[src/rtl/playseq_pkg.sv]
// playseq_pkg: state codes and default timing constants shared by the PlaySeq controller and its debug decoder.
package playseq_pkg;
  typedef enum logic [3:0] {
    S_IDLE     = 4'd0,
    S_FETCH    = 4'd1,
    S_SHOW     = 4'd2,
    S_GAP      = 4'd3,
    S_IN_FETCH = 4'd4,
    S_WAIT_IN  = 4'd5,
    S_CHECK    = 4'd6,
    S_WAIT_REL = 4'd7,
    S_ACERTO   = 4'd8,
    S_ERRO     = 4'd9
  } state_t;
  localparam int T_ON_DEF      = 1000;
  localparam int T_OFF_DEF     = 500;
  localparam int T_TIMEOUT_DEF = 5000;
  function automatic int max3(input int a, input int b, input int c);
    int m;
    m = (a > b) ? a : b;
    return (m > c) ? m : c;
  endfunction
endpackage

[src/rtl/playseq_timer.sv]
// playseq_timer: cycle counter with clear/enable; done_o flags that the count equals the terminal value.
module playseq_timer #(
  parameter int W = 4
) (
  input  logic         clk,
  input  logic         reset,
  input  logic         clr_i,
  input  logic         en_i,
  input  logic [W-1:0] tc_i,
  output logic         done_o
);
  logic [W-1:0] cnt_q;
  always_ff @(posedge clk or posedge reset)
    if (reset) cnt_q <= '0;
    else if (clr_i) cnt_q <= '0;
    else if (en_i) cnt_q <= cnt_q + 1'b1;
  assign done_o = (cnt_q == tc_i);
endmodule

[src/rtl/playseq_controller.sv]
// playseq_controller: plays RAM entries 0..nivel on the LEDs, then checks the player's presses against them.
module playseq_controller
  import playseq_pkg::*;
#(
  parameter int T_ON      = T_ON_DEF,
  parameter int T_OFF     = T_OFF_DEF,
  parameter int T_TIMEOUT = T_TIMEOUT_DEF
) (
  input  logic       clk,
  input  logic       reset,
  input  logic       iniciar,
  input  logic [3:0] nivel,
  input  logic [3:0] botoes,
  input  logic [3:0] ram_q,
  output logic [3:0] ram_addr,
  output logic [3:0] leds,
  output logic       pronto,
  output logic       acertou,
  output logic       errou,
  output logic       timeout,
  output logic [3:0] db_estado
);
  localparam int W = $clog2(max3(T_ON, T_OFF, T_TIMEOUT)) + 1;
  localparam logic [W-1:0] TC_ON  = W'(T_ON - 1);
  localparam logic [W-1:0] TC_OFF = W'(T_OFF - 1);
  localparam logic [W-1:0] TC_TO  = W'(T_TIMEOUT - 1);
  state_t     state_q, state_d;
  logic [3:0] addr_q, addr_d, nivel_q, nivel_d, jogada_q, jogada_d;
  logic       acertou_q, acertou_d, errou_q, errou_d, timeout_q, timeout_d;
  logic       done, tmr_en;
  logic [W-1:0] tc;
  // One timer serves every timed state; it restarts on each state change.
  assign tmr_en = (state_q == S_SHOW) || (state_q == S_GAP) || (state_q == S_WAIT_IN);
  assign tc = (state_q == S_SHOW) ? TC_ON : (state_q == S_GAP) ? TC_OFF : TC_TO;
  playseq_timer #(.W(W)) u_timer (
    .clk(clk), .reset(reset), .clr_i(state_d != state_q), .en_i(tmr_en), .tc_i(tc), .done_o(done)
  );
  always_comb begin
    state_d   = state_q;
    addr_d    = addr_q;
    nivel_d   = nivel_q;
    jogada_d  = jogada_q;
    acertou_d = acertou_q;
    errou_d   = errou_q;
    timeout_d = timeout_q;
    case (state_q)
      S_IDLE, S_ACERTO, S_ERRO:
        if (iniciar) begin
          state_d   = S_FETCH;
          addr_d    = '0;
          nivel_d   = nivel;
          acertou_d = 1'b0;
          errou_d   = 1'b0;
          timeout_d = 1'b0;
        end
      S_FETCH: state_d = S_SHOW;
      S_SHOW:  state_d = done ? S_GAP : S_SHOW;
      S_GAP:
        if (done) begin
          state_d = (addr_q == nivel_q) ? S_IN_FETCH : S_FETCH;
          addr_d  = (addr_q == nivel_q) ? 4'd0 : addr_q + 4'd1;
        end
      S_IN_FETCH: state_d = S_WAIT_IN;
      S_WAIT_IN:
        if (botoes != 4'd0) begin
          jogada_d = botoes;
          state_d  = S_CHECK;
        end else if (done) begin
          timeout_d = 1'b1;
          errou_d   = 1'b1;
          state_d   = S_ERRO;
        end
      S_CHECK:
        if (jogada_q != ram_q) begin
          errou_d = 1'b1;
          state_d = S_ERRO;
        end else if (addr_q == nivel_q) begin
          acertou_d = 1'b1;
          state_d   = S_ACERTO;
        end else state_d = S_WAIT_REL;
      S_WAIT_REL:
        if (botoes == 4'd0) begin
          addr_d  = addr_q + 4'd1;
          state_d = S_IN_FETCH;
        end
      default: state_d = S_IDLE;
    endcase
  end
  always_ff @(posedge clk or posedge reset)
    if (reset) begin
      state_q   <= S_IDLE;
      addr_q    <= '0;
      nivel_q   <= '0;
      jogada_q  <= '0;
      acertou_q <= 1'b0;
      errou_q   <= 1'b0;
      timeout_q <= 1'b0;
    end else begin
      state_q   <= state_d;
      addr_q    <= addr_d;
      nivel_q   <= nivel_d;
      jogada_q  <= jogada_d;
      acertou_q <= acertou_d;
      errou_q   <= errou_d;
      timeout_q <= timeout_d;
    end
  assign ram_addr  = addr_q;
  assign leds      = (state_q == S_SHOW) ? ram_q : 4'd0;
  assign pronto    = (state_q == S_ACERTO) || (state_q == S_ERRO);
  assign acertou   = acertou_q;
  assign errou     = errou_q;
  assign timeout   = timeout_q;
  assign db_estado = state_q;
endmodule
[config.mk]
export PLATFORM = sky130hd
export DESIGN_NAME = playseq_controller
export DESIGN_NICKNAME = d
export VERILOG_FILES = /design/src/rtl/playseq_pkg.sv /design/src/rtl/playseq_timer.sv /design/src/rtl/playseq_controller.sv
export SDC_FILE = /design/constraint.sdc
export NUM_CORES = 1
export LEC_CHECK = 0
export BUFFER_PORTS_ARGS = -buffer_cell sky130_fd_sc_hd__buf_2
export CORE_ASPECT_RATIO = 0.9
export CORE_UTILIZATION = 30
export DETAILED_ROUTE_END_ITERATION = 12
export GPL_TIMING_DRIVEN = 0
export PLACE_DENSITY_LB_ADDON = 0.05
export SLEW_MARGIN = 20
export SYNTH_ARGS = -nofsm -noshare
export SYNTH_HDL_FRONTEND = slang
export SYNTH_SLANG_ARGS = --single-unit
[constraint.sdc]
create_clock -name clk -period 5 [get_ports clk]
set_input_delay 0.25 -clock clk [delete_from_list [all_inputs] [get_ports clk]]
set_output_delay 0.25 -clock clk [all_outputs]
set_load 0.02 [all_outputs]
* Yosys cells after proc, flatten, opt, wreduce, memory -nomap -nowiden
Cells that the tools add are included.
Cells by class: equality and inequality tests 21, reductions and logical operators 18, muxes and demuxes 29, $add $sub $neg 2
Operator list (count):
- 2-to-1 mux 4 bit | 12
- case mux 4 bit (8 select lines) | 1
- 2-to-1 mux 14 bit | 2
- 2-to-1 mux 13 bit | 2
- equality test 4 x 3 -> 1 bit (second input constant) | 4
- inequality test 2 bit (second input constant) | 8
- adder 14 x 1 -> 14 bit (second input constant) | 1
- equality test 14 x 13 -> 1 bit | 1
- case mux 4 bit (3 select lines) | 1
- AND reduction 4 bit | 3
- equality test 4 x 2 -> 1 bit (second input constant) | 2
- equality test 4 bit (second input constant) | 2
- logical NOT 4 bit | 2
- inequality test 4 bit | 2
- 2-to-1 mux 1 bit | 7
- nonzero test 2 bit | 3
- nonzero test 3 bit | 2
- AND reduction 5 bit | 1
- adder 4 x 1 -> 4 bit (second input constant) | 1
- equality test 4 x 1 -> 1 bit (second input constant) | 1
- equality test 4 bit | 1
- case mux 1 bit (2 select lines) | 2
- AND reduction 2 bit | 2
- nonzero test 4 bit | 1
- 4 further kinds | 6
Storage, ports and cells: register bits 33, output and inout bits 16, bits of input ports 15, word-level logic and storage cells 78

* Longest topological paths before layout
Gate-level depths: netlist (run 1).
depth after elaboration 9, mapped depth 9, gate-level depth less buffers 8

* Cells and area by module
Synthesis (run 1) repeated with hierarchy kept, for this count alone.
Second synthesis, totals: cell total of the unflattened synthesis 239, area total of the unflattened synthesis 2198.4 µm²
By module, submodules not included:
- playseq_controller | area each 1305.0 µm², sequential area each 475.5 µm², cells an instance 143, instances 1
- playseq_timer | area each 893.4 µm², sequential area each 350.3 µm², cells an instance 96, instances 1

* Worst setup path after synthesis (run 1)
Ideal clock, no wire load.
path kind register to register, start reg state_q[2], in the netlist db_estado[2], end reg u_timer.cnt_q[0], library setup time 96 ps, cell stages (with the launch flop) 10, required time 4904 ps, clock period less this slack 2450 ps, path slack 2550 ps, arrival time 2354 ps, buffers on the path 2, cell sequence dfrtp_1 > buf_2 > nor3b_1 > mux2i_1 > nand3_1 > or4b_4 > nand3_2 > xnor2_2 > buf_6 > nor4_2
Between the ends: longest elaborated chain between the ends 9, elaborated cells on any way between the ends 26, those cells by class eq/ne (11); mux (10); reduce/logical (5)
Ends and longest elaborated chain:
- start: declaration | RTL line playseq_controller.sv:27 | state_t state_q, state_d;
- start signal: assignment | RTL line playseq_controller.sv:99 | state_q <= state_d;
- equality test 4 x 2 -> 1 bit | RTL line playseq_controller.sv:34, playseq_controller.sv:46
- 2-to-1 mux 13 bit (2 in series) | RTL line playseq_controller.sv:34 | assign tc = (state_q == S_SHOW) ? TC_ON : (state_q == S_GAP) ? TC_OFF : TC_TO;
- equality test 14 x 13 -> 1 bit | RTL line playseq_timer.sv:17 | assign done_o = (cnt_q == tc_i);
- 2-to-1 mux 4 bit | RTL line playseq_controller.sv:68 | end else if (done) begin
- 2-to-1 mux 4 bit | RTL line playseq_controller.sv:65 | if (botoes != 4'd0) begin
- case mux 4 bit (8 select lines) (*) | RTL line playseq_controller.sv:46 | case (state_q)
- via state_d[0] | RTL line playseq_controller.sv:27
- inequality test 4 bit (*) | RTL line playseq_controller.sv:36 | .clk(clk), .reset(reset), .clr_i(state_d != state_q), .en_i(tmr_en), .tc_i(tc), .done_o(done)
- 2-to-1 mux 14 bit or nonzero test 2 bit (tied branches)
- end signal: assignment | RTL line playseq_timer.sv:16 | else if (en_i) cnt_q <= cnt_q + 1'b1;
- end: declaration | RTL line playseq_timer.sv:12 | logic [W-1:0] cnt_q;
The timed path passes the listed nets; every way through them passes the cells marked *. A chain may end at the register's enable or synchronous reset.

* Worst setup path in the final report (run 1)
start reg state_q[2], in the netlist db_estado[2], end reg u_timer.cnt_q[11]
The elaborated chain is that of the path after synthesis.

==> results of run 1 <==
power groups by stage:
stage	Combinational [mW]	Sequential (mW)	Clock, mW
after floorplan	0.126	0.358	0
after global placement	0.170	0.366	0
after detailed placement	0.173	0.364	0
after CTS	0.175	0.359	0.216
after global routing	0.207	0.367	0.227
final	0.171	0.360	0.204
kinds of logic after synthesis:
group                    Yosys count  share of synthesized area (%)
AO/OA/AOI/OAI                     23                          6.927
multiplexers                       3                          1.546
buffers and inverters             14                          4.143
flip-flops                        33                          40.82
AND/OR/NAND/NOR                  112                          34.57
adder cells (fa/ha/maj)            2                          1.237
XOR/XNOR                          24                          10.76
sequential cells by signal, summed over array words and instances (netlist names):
name,flops
errou,1
db_estado,4
u_timer.cnt_q,14
timeout,1
jogada_q,4
nivel_q,4
ram_addr,4
acertou,1
worst min-delay path by stage:
stage,to,depth (start not counted)
final,nivel_q[0],3
after global routing,nivel_q[0],3
after CTS,nivel_q[0],3
after detailed placement,ram_addr[2],2
after global placement,nivel_q[1],3
after floorplan,jogada_q[0],2
worst reg2reg max path, cell delays in order (launching register included):
cell	delay [ps]
dfrtp_1	400
buf_2	190
nor3b_1	330
mux2i_1	230
nand3_1	170
or4b_4	560
nand3_2	110
xnor2_2	120
buf_6	180
nor4_2	270
layout make-up:
| cell class | instances | area share (%) |
|---|---|---|
| Timing Repair Buffer | 32 | 7.500 |
| Tap cell | 90 | 4.688 |
| Clock buffer | 7 | 3.594 |
| Inverter | 6 | 0.9375 |
| Buffer | 8 | 2.552 |
| Multi-Input combinational cell | 164 | 46.35 |
| Sequential cell | 33 | 34.38 |
synth_stat cells (2+ instances only):
library cell	n
a21oi_1	5
and3_1	6
and3b_1	2
buf_2	2
buf_4	2
buf_6	2
dfrtp_1	33
ha_1	2
inv_1	6
mux2i_1	2
nand2_1	36
nand2b_1	4
nand3_1	2
nand4_1	7
nor2_1	13
nor2b_1	6
nor3b_1	2
nor4_1	7
nor4_2	10
o21ai_0	10
o31ai_1	2
or2_2	2
xnor2_1	10
xor2_1	13
stage by stage:
stage,setup slack [ps],util [%],hold WS (ps),cells,power [mW]
finish,2347,36.67,160.2,340,0.7347
global route,1984,36.67,169.1,340,0.8009
global placement,2249,34.89,448.3,331,0.5358
CTS,2256,36.67,152.8,340,0.7498
detailed placement,2294,35.20,130.4,332,0.5376
floorplan,2550,-,355.4,211,0.4834
metal layers:
| metal | share of wire, % | global-route usage, % | vias up |
|---|---|---|---|
| met5 | 0 | 0 | - |
| met4 | 0.90 | 4.355 | 0 |
| met3 | 2.9 | 3.516 | 4 |
| met2 | 45 | 23.08 | 24 |
| met1 | 51 | 20.91 | 769 |
| li1 | - | - | 822 |
==> results_dict.tcl, run 1 <==
set metrics [dict create \
    post_cts_buffers 0 \
    worst_setup_path_end_kind "flop" \
    cts_root_buf "clkbuf_8" \
    postCtsHoldBufs 1 \
    switching_power_mw 0.2354 \
    via_per_inst 4.762 \
    p_per_area_nw_per_um2 305.8 \
    yosys.area.top_type "dfrtp_1" \
    port_buffers 30 \
    core_area_um2 6551 \
    die_h_um 79.91 \
    rrSetupSlack_ps 2350 \
    max_cap_viol_count 0 \
    crit_path_end "u_timer.cnt_q[11]" \
    synth-seq-cells 33 \
    antenna_found_initial 0 \
    p_int_mw 0.4993 \
    ys_seq_area_share_pct 40.82 \
    multiInputGateArea_um2 1114 \
    path_depth 9 \
    arrival_ps 2830 \
    ff2ff_path_depth 9 \
    critPathKind "reg2reg" \
    synthArstFlopShare_pct 100.0 \
    grt_pass1_wl_um 8024 \
    netlist_area_um2 2023 \
    routedWlPerCell_um 13.68 \
    postSynthAreaPerCell_um2 9.589 \
    status "finished clean" \
    area_growth_syn_to_layout_pct 18.74 \
    grt_max_degree 31 \
    peakVddDrop_mv 0.2111 \
    gp_congestion 0.7187 \
    regArea_um2 825.8 \
    r2r-start "db_estado[2]" \
    die_w_um 88.57 \
    synth_ff_type "dfrtp_1" \
    nNetsFinal 267 \
    clock.fmax_ghz 0.3769 \
    synth_cells 211 \
    yosysUniqueCellTypes 49 \
    finalCriticalPeriod_ps 2653 \
    diodes 0 \
    tns_ps 0 \
    critical_path_buf_inv_count 2 \
    tritoncts "yes" \
    die_area_um2 7077 \
    place_hpwl_um 3432 \
    critPathTopFamily "simple AND/OR/NAND/NOR gates" \
    hold_viol_final 0 \
    p_leak_nw 1.102 \
    clkLatencyLatePin_ps 280 \
    setup_viol 0 \
    setup.worst_path.start "db_estado[2]" \
    drcViolationCount 0 \
    pwr-share-comb_pct 23.3 \
    path_cells "buf_2, nor3b_1, mux2i_1, nand3_1, or4b_4, nand3_2, xnor2_2, buf_6, nor4_2" \
    drt_pass1_iterations 4 \
    pwr-share-clk_pct 27.7 \
    hp-class "in2reg" \
    critPathMaxStageDelay_ps 560 \
    grt_pass1_vias 1597 \
    crit_slowest_cell "or4b_4" \
    drive_gt1_share_pct 25.60 \
    slew_viol_final 0 \
    synth_top_cell_area_share_pct 40.82 \
    synth_warnings 0 \
    synth_edf_count 0 \
    first_iter_violations 58 \
    clockBufferDepth 2 \
    grt_overflow_total 0 \
    ant_nets 0 \
    rsz0062_at_grt "no" \
    p_seq_share_pct 49.0 \
    rows 28 \
    synthesis.nets 228 \
    final_common_cell "nand2_1" \
    numCtsBuffers 5 \
    cts.sinks 33 \
    slew_headroom_pct 59.91 \
    synth.area.top_cells "dfrtp_1, nand2_1, nor4_2, xor2_1, xnor2_1" \
    grt_usage_pct 15.05 \
    r2r-end "u_timer.cnt_q[11]" \
    clkTransAtPathRegs_ps 70 \
    cts_resized 0 \
    cp-start-kind "flop" \
    switching_share_pct 32.04 \
    vias 1619 \
    final_cell_mix "nand2_1, dfrtp_1, buf_2" \
    drt_wl_total_um 4652 \
    cp.required_ps 5180 \
    start_util_pct 30.88 \
    post-route-period-util_pct 53.07 \
    fillCellCount 693 \
    io_pins 31 \
    fin_area_um2 2402 \
    htree_levels 2 \
    postPlaceCellArea_um2 2306 \
    worst_slew_pin_slew_ps 595.1 \
    skew_ps 7.153 \
    hold_start "nivel[0]" \
    cp_max_fo 10 \
]
(Power assumes the default switching activity.)
==> inputs of run 2 (changes only) <==
Clock period 5 ns to 2.4 ns, I/O delays scaled along.
==> results_dict.tcl, run 2 (synthesis gave the netlist of run 1 again) <==
set metrics [dict create \
    drcViolationCount 0 \
    io_pins 31 \
    port_buffers 30 \
    start_util_pct 30.88 \
    tritoncts "yes" \
    use_met3_pct 3.102 \
    multiInputGateArea_um2 1275 \
    hold_viol_final 0 \
    first_iter_violations 92 \
    cts.sinks 33 \
    die_h_um 79.91 \
    path_cells "buf_6, nor3b_4, mux2i_1, nand3_2, or4b_4, nand3_4, xnor2_4, buf_6, nor4_2" \
    die_w_um 88.57 \
    rsz0062_at_grt "yes" \
    p_per_area_nw_per_um2 610.2 \
    regArea_um2 827.0 \
    final_cell_mix "nand2_1, dfrtp_1, buf_2" \
    critPathKind "reg2reg" \
    place_hpwl_um 3555 \
    cp_max_fo 6 \
    finalCriticalPeriod_ps 2338 \
    status "finished clean" \
    worst_setup_path_end_kind "flop" \
    fillCellCount 676 \
    drive_gt1_share_pct 35.61 \
    nNetsFinal 282 \
    antenna_found_initial 0 \
    clockBufferDepth 2 \
    crit_path_frequent_cell "buf_6" \
    drt_pass1_iterations 4 \
    skew_ps 8.511 \
    clkLatencyLatePin_ps 280 \
    die_area_um2 7077 \
    cp.required_ps 2560 \
    busiest_layer "met2" \
    grt_overflow_total 0 \
    grt_pass1_wl_um 8183 \
    critPathTopFamily "simple AND/OR/NAND/NOR gates" \
    rows 28 \
    clock.fmax_ghz 0.4277 \
    fin_util_pct 41.14 \
    grt_usage_pct 15.36 \
    clkTransAtPathRegs_ps 70 \
    routedWlPerCell_um 14.15 \
    arrival_ps 2500 \
    worst_slew_pin_slew_ps 552.7 \
    largest_register "u_timer.cnt_q" \
    peakVddDrop_mv 0.4001 \
    cts_root_buf "clkbuf_8" \
    cp-start-kind "flop" \
    grt_pass1_vias 1707 \
    area_growth_syn_to_layout_pct 33.21 \
    htree_levels 2 \
    setup_viol 0 \
    tns_ps 0 \
    gp_congestion 0.7364 \
    max_cap_viol_count 0 \
    core_area_um2 6551 \
    use_met1_pct 20.42 \
    critical_path_buf_inv_count 2 \
    via_per_inst 4.805 \
    drt_wl_total_um 5009 \
    slew_viol_final 0 \
    final_common_cell "nand2_1" \
    gr-usage-met2_pct 25.08 \
    vias 1701 \
    numCtsBuffers 5 \
    p_leak_nw 1.194 \
    diodes 0 \
    post-route-period-util_pct 97.41 \
    hp-class "in2reg" \
    slew_headroom_pct 62.20 \
    crit_slowest_cell "or4b_4" \
    largest_reg_flops 14 \
    critPathMaxStageDelay_ps 550 \
    ant_nets 0 \
    grt_max_degree 27 \
]
==> run 2: path summary, 6_finish.rpt <==
path                         startpoint                end  slack [ps]  cells after the start
max in group asynchronous         reset       db_estado[1]        1690                      4
min in group asynchronous         reset        ram_addr[2]         290                      3
hold / removal                 nivel[1]         nivel_q[1]          30                      3
hold reg to reg                 timeout            timeout         470                      2
setup / recovery           db_estado[2]  u_timer.cnt_q[11]          60                      9
setup reg to reg           db_estado[2]  u_timer.cnt_q[11]          60                      9
==> run 2: layout make-up <==
| type | instances | share of cell area, % |
|---|---|---|
| clock inverter | 1 | 0.1857 |
| multi-input combinational | 164 | 47.31 |
| inverter | 6 | 0.8357 |
| clock buffer | 5 | 2.553 |
| tap | 90 | 4.178 |
| buffer | 7 | 2.971 |
| timing repair buffer | 48 | 11.28 |
| sequential | 33 | 30.69 |
==> run 2: worst reg2reg max path: cells and delay by family (launching register included) <==
family,cells,cell delay [ps]
XOR/XNOR,1,180
flip-flops,1,420
multiplexers,1,240
buffers and inverters,2,350
AND/OR/NAND/NOR,5,1050
==> run 2: stage by stage <==
step	cell area, um^2	hold slack (ps)	setup WS (ps)	std cells	total power, mW
final	2695	32.90	62.10	354	1.645
after floorplan	2028	225.4	25.45	211	1.007
after CTS	2562	23.75	6.163	349	1.573
after detailed placement	2311	53.73	-270.0	332	1.118
after global placement	2291	315.7	-278.5	331	1.116
after global routing	2695	34.80	-48.05	354	1.761
==> run 2: report_power, final <==
part	total (mW)	internal (mW)	switching, mW	leakage [nW]
sequential	0.728	0.646	0.0828	0.429
clock	0.387	0.191	0.196	0.0399
combinational	0.530	0.276	0.254	0.726
total	1.64	1.11	0.533	1.19
==> run 2: routing by layer <==
layer / up-vias / share of wire (%)
met4: 0 / 0.80
met2: 31 / 47
met3: 5 / 3.0
met1: 815 / 49
li1: 850 / -
met5: - / 0
==> run 2: what timing repair did <==
action / 4_1_cts / 5_1_grt
hold buffers: 1 / 0
setup endpoints to repair: 17 / 14
pin swaps: 3 / 24
buffers inserted: 9 / 6
cloned: 1 / 0
hold endpoints to repair: 7 / 0
resized for setup: 20 / 14
